File: src/rtl/issue_queue_pkg.sv
// Shared types for the issue queue slice.
//   qu_common       : res_st_cell_t (micro-op cell held in reservation/issue storage),
//                     ISSUE_QUEUE_DEPTH default depth.
//   issue_queue_pkg : issue-queue-local constants and helpers built on qu_common.
package qu_common;

    localparam int unsigned ISSUE_QUEUE_DEPTH = 8;

    typedef struct packed {
        logic [5:0]  tag;
        logic [3:0]  opcode;
        logic [5:0]  rs1;
        logic [5:0]  rs2;
        logic [5:0]  rd;
        logic [15:0] imm;
    } res_st_cell_t;

endpackage

package issue_queue_pkg;

    import qu_common::*;

    localparam int unsigned IQ_CELL_W = $bits(res_st_cell_t);

    // Occupancy counter width: must represent 0..depth inclusive.
    function automatic int unsigned iq_cnt_w(input int unsigned depth);
        return $clog2(depth) + 1;
    endfunction

endpackage

File: src/rtl/issue_queue_if.sv
// Issue queue bus: schedule-side push, execute-side valid/ready pop, status.
//   slave  : queue side (inputs flush/wr_en/wr_data/rd_ready; drives status and head)
//   master : producer/consumer side (drives requests, observes status and head)
interface issue_queue_if #(
    parameter int unsigned DEPTH = qu_common::ISSUE_QUEUE_DEPTH
);

    logic                         flush;
    logic                         wr_en;
    qu_common::res_st_cell_t      wr_data;
    logic                         full;
    logic                         almost_full;
    logic                         rd_valid;
    qu_common::res_st_cell_t      rd_data;
    logic                         rd_ready;
    logic [$clog2(DEPTH):0]       count;
    logic                         overflow;

    modport slave (
        input  flush, wr_en, wr_data, rd_ready,
        output full, almost_full, rd_valid, rd_data, count, overflow
    );

    modport master (
        output flush, wr_en, wr_data, rd_ready,
        input  full, almost_full, rd_valid, rd_data, count, overflow
    );

endinterface

File: src/rtl/issue_queue_mem.sv
// DEPTH x WIDTH register array, one synchronous write port, one asynchronous read port.
// Contents are not reset.
//   clk      : clock
//   i_we     : write enable
//   i_waddr  : write address
//   i_wdata  : write data
//   i_raddr  : read address
//   o_rdata  : read data (combinational)
module issue_queue_mem #(
    parameter int unsigned DEPTH = 8,
    parameter int unsigned WIDTH = 32
) (
    input  logic                     clk,
    input  logic                     i_we,
    input  logic [$clog2(DEPTH)-1:0] i_waddr,
    input  logic [WIDTH-1:0]         i_wdata,
    input  logic [$clog2(DEPTH)-1:0] i_raddr,
    output logic [WIDTH-1:0]         o_rdata
);

    logic [WIDTH-1:0] r_mem [DEPTH];

    always_ff @(posedge clk) begin
        if (i_we) r_mem[i_waddr] <= i_wdata;
    end

    assign o_rdata = r_mem[i_raddr];

endmodule

File: src/rtl/issue_queue.sv
// Issue queue: buffers scheduled micro-ops until execute accepts them.
// Ports:
//   clk  : clock
//   rst  : synchronous active-high reset (clears pointers, count, overflow)
//   bus  : issue_queue_if.slave (flush, push, valid/ready head, full/almost_full/count/overflow)
// Optional build macro QU_ISSUE_QUEUE_BYPASS_EN: an op written into an empty queue is
// presented on the read side in the same cycle and, if accepted, is never stored.
module issue_queue
    import qu_common::*;
    import issue_queue_pkg::*;
#(
    parameter int unsigned DEPTH    = ISSUE_QUEUE_DEPTH,
    parameter int unsigned AF_LEVEL = DEPTH - 1
) (
    input  logic        clk,
    input  logic        rst,
    issue_queue_if.slave bus
);

    localparam int unsigned PW = $clog2(DEPTH);
    localparam int unsigned CW = iq_cnt_w(DEPTH);

    logic [PW-1:0]        r_wr_ptr, r_rd_ptr, w_wr_ptr_d, w_rd_ptr_d;
    logic [CW-1:0]        r_count, w_count_d;
    logic                 r_overflow, w_overflow_d;
    logic                 w_full, w_mem_valid, w_push, w_pop, w_bypass_take;
    logic [IQ_CELL_W-1:0] w_rdata;

    // Full is taken from the registered count, so a same-cycle pop never frees a slot.
    assign w_full      = (r_count == CW'(DEPTH));
    assign w_mem_valid = (r_count != '0);

`ifdef QU_ISSUE_QUEUE_BYPASS_EN
    logic w_bypass;
    assign w_bypass      = !w_mem_valid && bus.wr_en && !bus.flush;
    assign w_bypass_take = w_bypass && bus.rd_ready;
    assign bus.rd_valid  = w_mem_valid || w_bypass;
    assign bus.rd_data   = w_mem_valid ? res_st_cell_t'(w_rdata) : bus.wr_data;
`else
    assign w_bypass_take = 1'b0;
    assign bus.rd_valid  = w_mem_valid;
    assign bus.rd_data   = res_st_cell_t'(w_rdata);
`endif

    // A bypassed op is consumed directly and must not also be stored.
    assign w_push = bus.wr_en && !bus.flush && !w_full && !w_bypass_take;
    assign w_pop  = w_mem_valid && bus.rd_ready && !bus.flush;

    always_comb begin
        w_wr_ptr_d   = r_wr_ptr;
        w_rd_ptr_d   = r_rd_ptr;
        w_count_d    = r_count;
        w_overflow_d = r_overflow | (bus.wr_en & w_full & ~bus.flush);
        if (bus.flush) begin
            w_wr_ptr_d = '0;
            w_rd_ptr_d = '0;
            w_count_d  = '0;
        end else begin
            if (w_push) w_wr_ptr_d = r_wr_ptr + PW'(1);
            if (w_pop)  w_rd_ptr_d = r_rd_ptr + PW'(1);
            w_count_d = r_count + CW'(w_push) - CW'(w_pop);
        end
    end

    always_ff @(posedge clk) begin
        if (rst) begin
            r_wr_ptr   <= '0;
            r_rd_ptr   <= '0;
            r_count    <= '0;
            r_overflow <= 1'b0;
        end else begin
            r_wr_ptr   <= w_wr_ptr_d;
            r_rd_ptr   <= w_rd_ptr_d;
            r_count    <= w_count_d;
            r_overflow <= w_overflow_d;
        end
    end

    assign bus.full        = w_full;
    assign bus.almost_full = (r_count >= CW'(AF_LEVEL));
    assign bus.count       = r_count;
    assign bus.overflow    = r_overflow;

    issue_queue_mem #(
        .DEPTH (DEPTH),
        .WIDTH (IQ_CELL_W)
    ) u_mem (
        .clk     (clk),
        .i_we    (w_push),
        .i_waddr (r_wr_ptr),
        .i_wdata (bus.wr_data),
        .i_raddr (r_rd_ptr),
        .o_rdata (w_rdata)
    );

endmodule

File: src/flat_wrapper.sv
// flat-port wrapper written by rule: the top's interface ports become plain ports
module issue_queue_flat import qu_common::*; import issue_queue_pkg::*;
#(
    parameter int unsigned DEPTH    = ISSUE_QUEUE_DEPTH,
    parameter int unsigned AF_LEVEL = DEPTH - 1
)
  (clk, rst, bus_flush, bus_wr_en, bus_wr_data, bus_rd_ready, bus_full, bus_almost_full, bus_rd_valid, bus_rd_data, bus_count, bus_overflow);
  issue_queue_if #(.DEPTH(DEPTH)) bus_i ();
  input  logic clk;
  input  logic rst;
  input wire logic [$bits(bus_i.flush)-1:0] bus_flush;
  input wire logic [$bits(bus_i.wr_en)-1:0] bus_wr_en;
  input wire logic [$bits(bus_i.wr_data)-1:0] bus_wr_data;
  input wire logic [$bits(bus_i.rd_ready)-1:0] bus_rd_ready;
  output wire logic [$bits(bus_i.full)-1:0] bus_full;
  output wire logic [$bits(bus_i.almost_full)-1:0] bus_almost_full;
  output wire logic [$bits(bus_i.rd_valid)-1:0] bus_rd_valid;
  output wire logic [$bits(bus_i.rd_data)-1:0] bus_rd_data;
  output wire logic [$bits(bus_i.count)-1:0] bus_count;
  output wire logic [$bits(bus_i.overflow)-1:0] bus_overflow;
  assign bus_i.flush = bus_flush;
  assign bus_i.wr_en = bus_wr_en;
  assign bus_i.wr_data = bus_wr_data;
  assign bus_i.rd_ready = bus_rd_ready;
  assign bus_full = bus_i.full;
  assign bus_almost_full = bus_i.almost_full;
  assign bus_rd_valid = bus_i.rd_valid;
  assign bus_rd_data = bus_i.rd_data;
  assign bus_count = bus_i.count;
  assign bus_overflow = bus_i.overflow;
  issue_queue #(.DEPTH(DEPTH), .AF_LEVEL(AF_LEVEL)) u_core (.clk(clk), .rst(rst), .bus(bus_i));
endmodule
File: config.mk
export PLATFORM = sky130hd
export DESIGN_NAME = issue_queue_flat
export DESIGN_NICKNAME = d
export VERILOG_FILES = /design/src/rtl/issue_queue_pkg.sv /design/src/rtl/issue_queue_if.sv /design/src/rtl/issue_queue_mem.sv /design/src/rtl/issue_queue.sv /design/src/flat_wrapper.sv
export SDC_FILE = /design/constraint.sdc
export NUM_CORES = 1
export LEC_CHECK = 0
export ABC_CLOCK_PERIOD_IN_PS = 4600
export CAP_MARGIN = 40
export CORE_MARGIN = 2
export CORE_UTILIZATION = 30
export DETAILED_ROUTE_END_ITERATION = 16
export GPL_TIMING_DRIVEN = 0
export PLACE_DENSITY = 0.56
export SKIP_CTS_REPAIR_TIMING = 1
export SLEW_MARGIN = 20
export SYNTH_ARGS = -nofsm -noshare
export SYNTH_HDL_FRONTEND = slang
export SYNTH_HIERARCHICAL = 1
export SYNTH_SLANG_ARGS = --single-unit
File: constraint.sdc
create_clock -name clk -period 4.6 [get_ports clk]
set_clock_uncertainty 0.05 [all_clocks]
set_input_delay 0.69 -clock clk [delete_from_list [all_inputs] [get_ports clk]]
set_output_delay 0.69 -clock clk [all_outputs]
set_load 0.02 [all_outputs]
==> run_results.csv <==
group,metric,value,unit
die,fp.dieH,220,um
detailed_routing,initialDrtViolationCount,318,
yosys,syn-cell-area,0.0140,sq mm
yosys,synth_seq_cells,363,
detailed_routing,wl_per_cell,20.6,um
flow_run,max_cap_viol_count,0,
setup_path,critical_path_class,"flip-flop to primary output",
clock_network,clockBufferDepth,3,
clock_network,cts_sinks,363,
die,coreArea,0.0463,sq mm
die,num_rows,79,
die,io_pins,101,
die,dieArea,0.0483,sq mm
setup_path,endpoint_kind,"primary output",
power,p_clk_share,42.4,%
setup_path,critPathMaxFanout,10,
setup_path,reg2reg_to,"u_core/u_mem/r_mem[0][19]$_DFFE_PP_",
cells_and_area,area_delta_synth_final,25.7,%
setup_path,r2r-start,"u_core/bus.count[2]$_SDFF_PP0_",
run_status,outcome,"finished, final reports clean",
timing,period_share,89.3,%
clock_network,clkLatencyLatePin,520,ps
min_path,timing.hold.worst_path_depth,2,
grt,grt_pass1_wl,43000,um
timing,hold_violations,0,
clock_network,htreeDepth,2,
clock_network,cts_root_buffer,"clkbuf_16",
place,dp_cells,1322,
min_path,holdPathEnd,"u_core/bus.count[1]$_SDFF_PP0_",
min_path,hold_start,"bus_flush",
yosys,syn_inst,592,
power,p_per_area,396,mW/mm^2
timing,max_freq,243,MHz
cells_and_area,final_cell_mix,"edfxtp_1, clkdlybuf4s50_1, mux4_2",
power,p_total,6.95,mW
timing,max-slew-margin-rel,46.7,%
timing,period_minus_slack,4110,ps
timing,grt_setup_unrepaired,"false",
detailed_routing,drc,0,
detailed_routing,vias,6303,
clock_network,clk_pin_slew,60,ps
setup_path,reg2reg_depth,10,
min_path,hold_class,"input pin to flip-flop",
detailed_routing,routed_wl,28700,um
power,swShare,19.6,%
yosys,ys_warn_count,6,
timing,setup_violations,0,
grt,grt.overflow.total,0,
cells_and_area,final_common_cell,"edfxtp_1",
clock_network,cts_tree,"built",
cells_and_area,fill_cells,4194,
grt,grt_antenna_before_repair,1,
die,start_util,30.2,%
place,place_congestion,0.683,
yosys,synth.avg_cell_area,23.6,sq um
setup_path,r2r_setup_slack,1760,ps
cells_and_area,stdcell_area,0.0176,sq mm
grt,grtUsageTotal,12.0,%
yosys,synth_fp_nets,651,
cells_and_area,fin_nets,816,
place,dpl_cell_area,0.0163,sq mm
cells_and_area,final_util,37.9,%
setup_path,required,3860,ps
setup_path,cp.arrival,3370,ps
timing,holdWs,326,ps
place,dp_hpwl,18800,um
detailed_routing,drtPass1Iterations,7,
power,p_int,5.58,mW
power,p_sw,1.36,mW
clock_network,numCtsBuffers,39,
timing,drv_slew,0,
power,p_seq_share,52.7,%
timing,tightest_slew,800,ps
detailed_routing,antenna_left,0,
power,combPwrFrac,4.9,%
detailed_routing,vias_per_cell,4.52,
cells_and_area,finalNonFillerCells,1393,
setup_path,startpoint_type,"flip-flop",
grt,grt_max_degree,22,
yosys,synth_seq_area_share,77.3,%
die,die_x,220,um
yosys,yosysUniqueCellTypes,35,
power,leakage,5.42,nW
cells_and_area,drive_above_1_share,29.9,%
grt,grt_pass1_vias,6803,
place,numPortBuffers,99,
power,peakVddDrop,0.222,mV
-- worst max-delay path, cell delays in order, from the launching register on --
cell and delay, ps:
dfxtp_1 340, clkbuf_1 500, buf_2 410, buf_2 360
mux4_2 340, mux2_2 320, clkdlybuf4s50_1 550
-- worst max-delay path by stage --
stage / from / to / slack, ps / cells after the start
detailed placement: u_core/r_rd_ptr[2]$_SDFFE_PP0P_ / bus_rd_data[24] / 1000 / 6
floorplan: u_core/bus.count[2]$_SDFF_PP0_ / u_core/u_mem/r_mem[1][0]$_DFFE_PP_ / 860 / 7
finish: u_core/r_rd_ptr[2]$_SDFFE_PP0P_ / bus_rd_data[24] / 490 / 6
global route: u_core/r_rd_ptr[2]$_SDFFE_PP0P_ / bus_rd_data[24] / 360 / 6
global placement: bus_wr_en / u_core/u_mem/r_mem[2][19]$_DFFE_PP_ / -1690 / 6
CTS: u_core/r_rd_ptr[2]$_SDFFE_PP0P_ / bus_rd_data[24] / 410 / 6
-- stage by stage --
| step | TNS [ps] | setup WS (ps) |
|---|---|---|
| after floorplan | 0 | 860 |
| after global placement | -516350 | -1690 |
| after detailed placement | 0 | 1000 |
| after CTS | 0 | 410 |
| after global routing | 0 | 359 |
| final | 0 | 493 |
-- synth_stat cells (all sizes together) --
cell type / n / area, sq um
mux2: 44 / 533
nor3b: 1 / 12.5
nor2b: 1 / 6.26
nand2: 10 / 40.0
mux2i: 4 / 40.0
o31ai: 1 / 7.51
inv: 8 / 30.0
or3: 5 / 31.3
a21boi: 1 / 7.51
and2: 1 / 6.26
nor2: 9 / 36.3
nor3: 4 / 20.0
o21ai: 2 / 10.0
a21o: 1 / 7.51
fa: 1 / 20.0
o311ai: 1 / 8.76
buf: 14 / 128
dfxtp: 11 / 220
nand2b: 5 / 41.3
o211ai: 1 / 7.51
nand3: 2 / 10.0
ha: 9 / 113
xor2: 1 / 8.76
or3b: 1 / 11.3
clkbuf: 12 / 45.0
mux4: 88 / 1980
a21oi: 2 / 10.0
edfxtp: 352 / 10600
-- kinds of logic after synthesis --
| group | after synthesis | share of synthesized area [%] |
|---|---|---|
| flops | 363 | 77.3 |
| mux | 136 | 18.3 |
| simple gates | 39 | 1.54 |
| buf+inv | 34 | 1.45 |
| fa+ha+maj | 10 | 0.950 |
| compound gates | 9 | 0.421 |
| xor+xnor | 1 | 0.0627 |
-- final cells by class --
type	instances	area, sq um	area share [%]
clock inverter	14	118	0.670
sequential	363	10800	61.5
timing repair buffer	124	1550	8.84
multi-input combinational	195	3040	17.3
inverter	8	30.0	0.171
antenna	1	2.50	0.0143
buffer	26	173	0.984
tap	607	759	4.33
clock buffer	55	1090	6.20
-- state kept, by name, indices dropped and copies added (netlist names) --
register             cells
u_core/u_mem/r_mem     352
u_core/bus.overflow      1
u_core/bus.count         4
u_core/r_rd_ptr          3
u_core/r_wr_ptr          3
-- routing by layer --
layer	routed length (um)	vias to the layer above	global-route usage (%)
met5	13	-	0
met1	12500	3317	15.6
met4	415	2	3.04
met2	14100	122	20.0
met3	1650	35	3.35
li1	-	2827	-
-- power groups by stage --
stage | sequential, mW | combinational (mW) | clock (mW)
global route | 3.66 | 0.367 | 3.15
detailed placement | 3.73 | 0.347 | 0
floorplan | 3.73 | 0.161 | 0
CTS | 3.66 | 0.349 | 3.03
global placement | 3.73 | 0.332 | 0
finish | 3.66 | 0.339 | 2.94
Power figures use the tool's default switching activity.
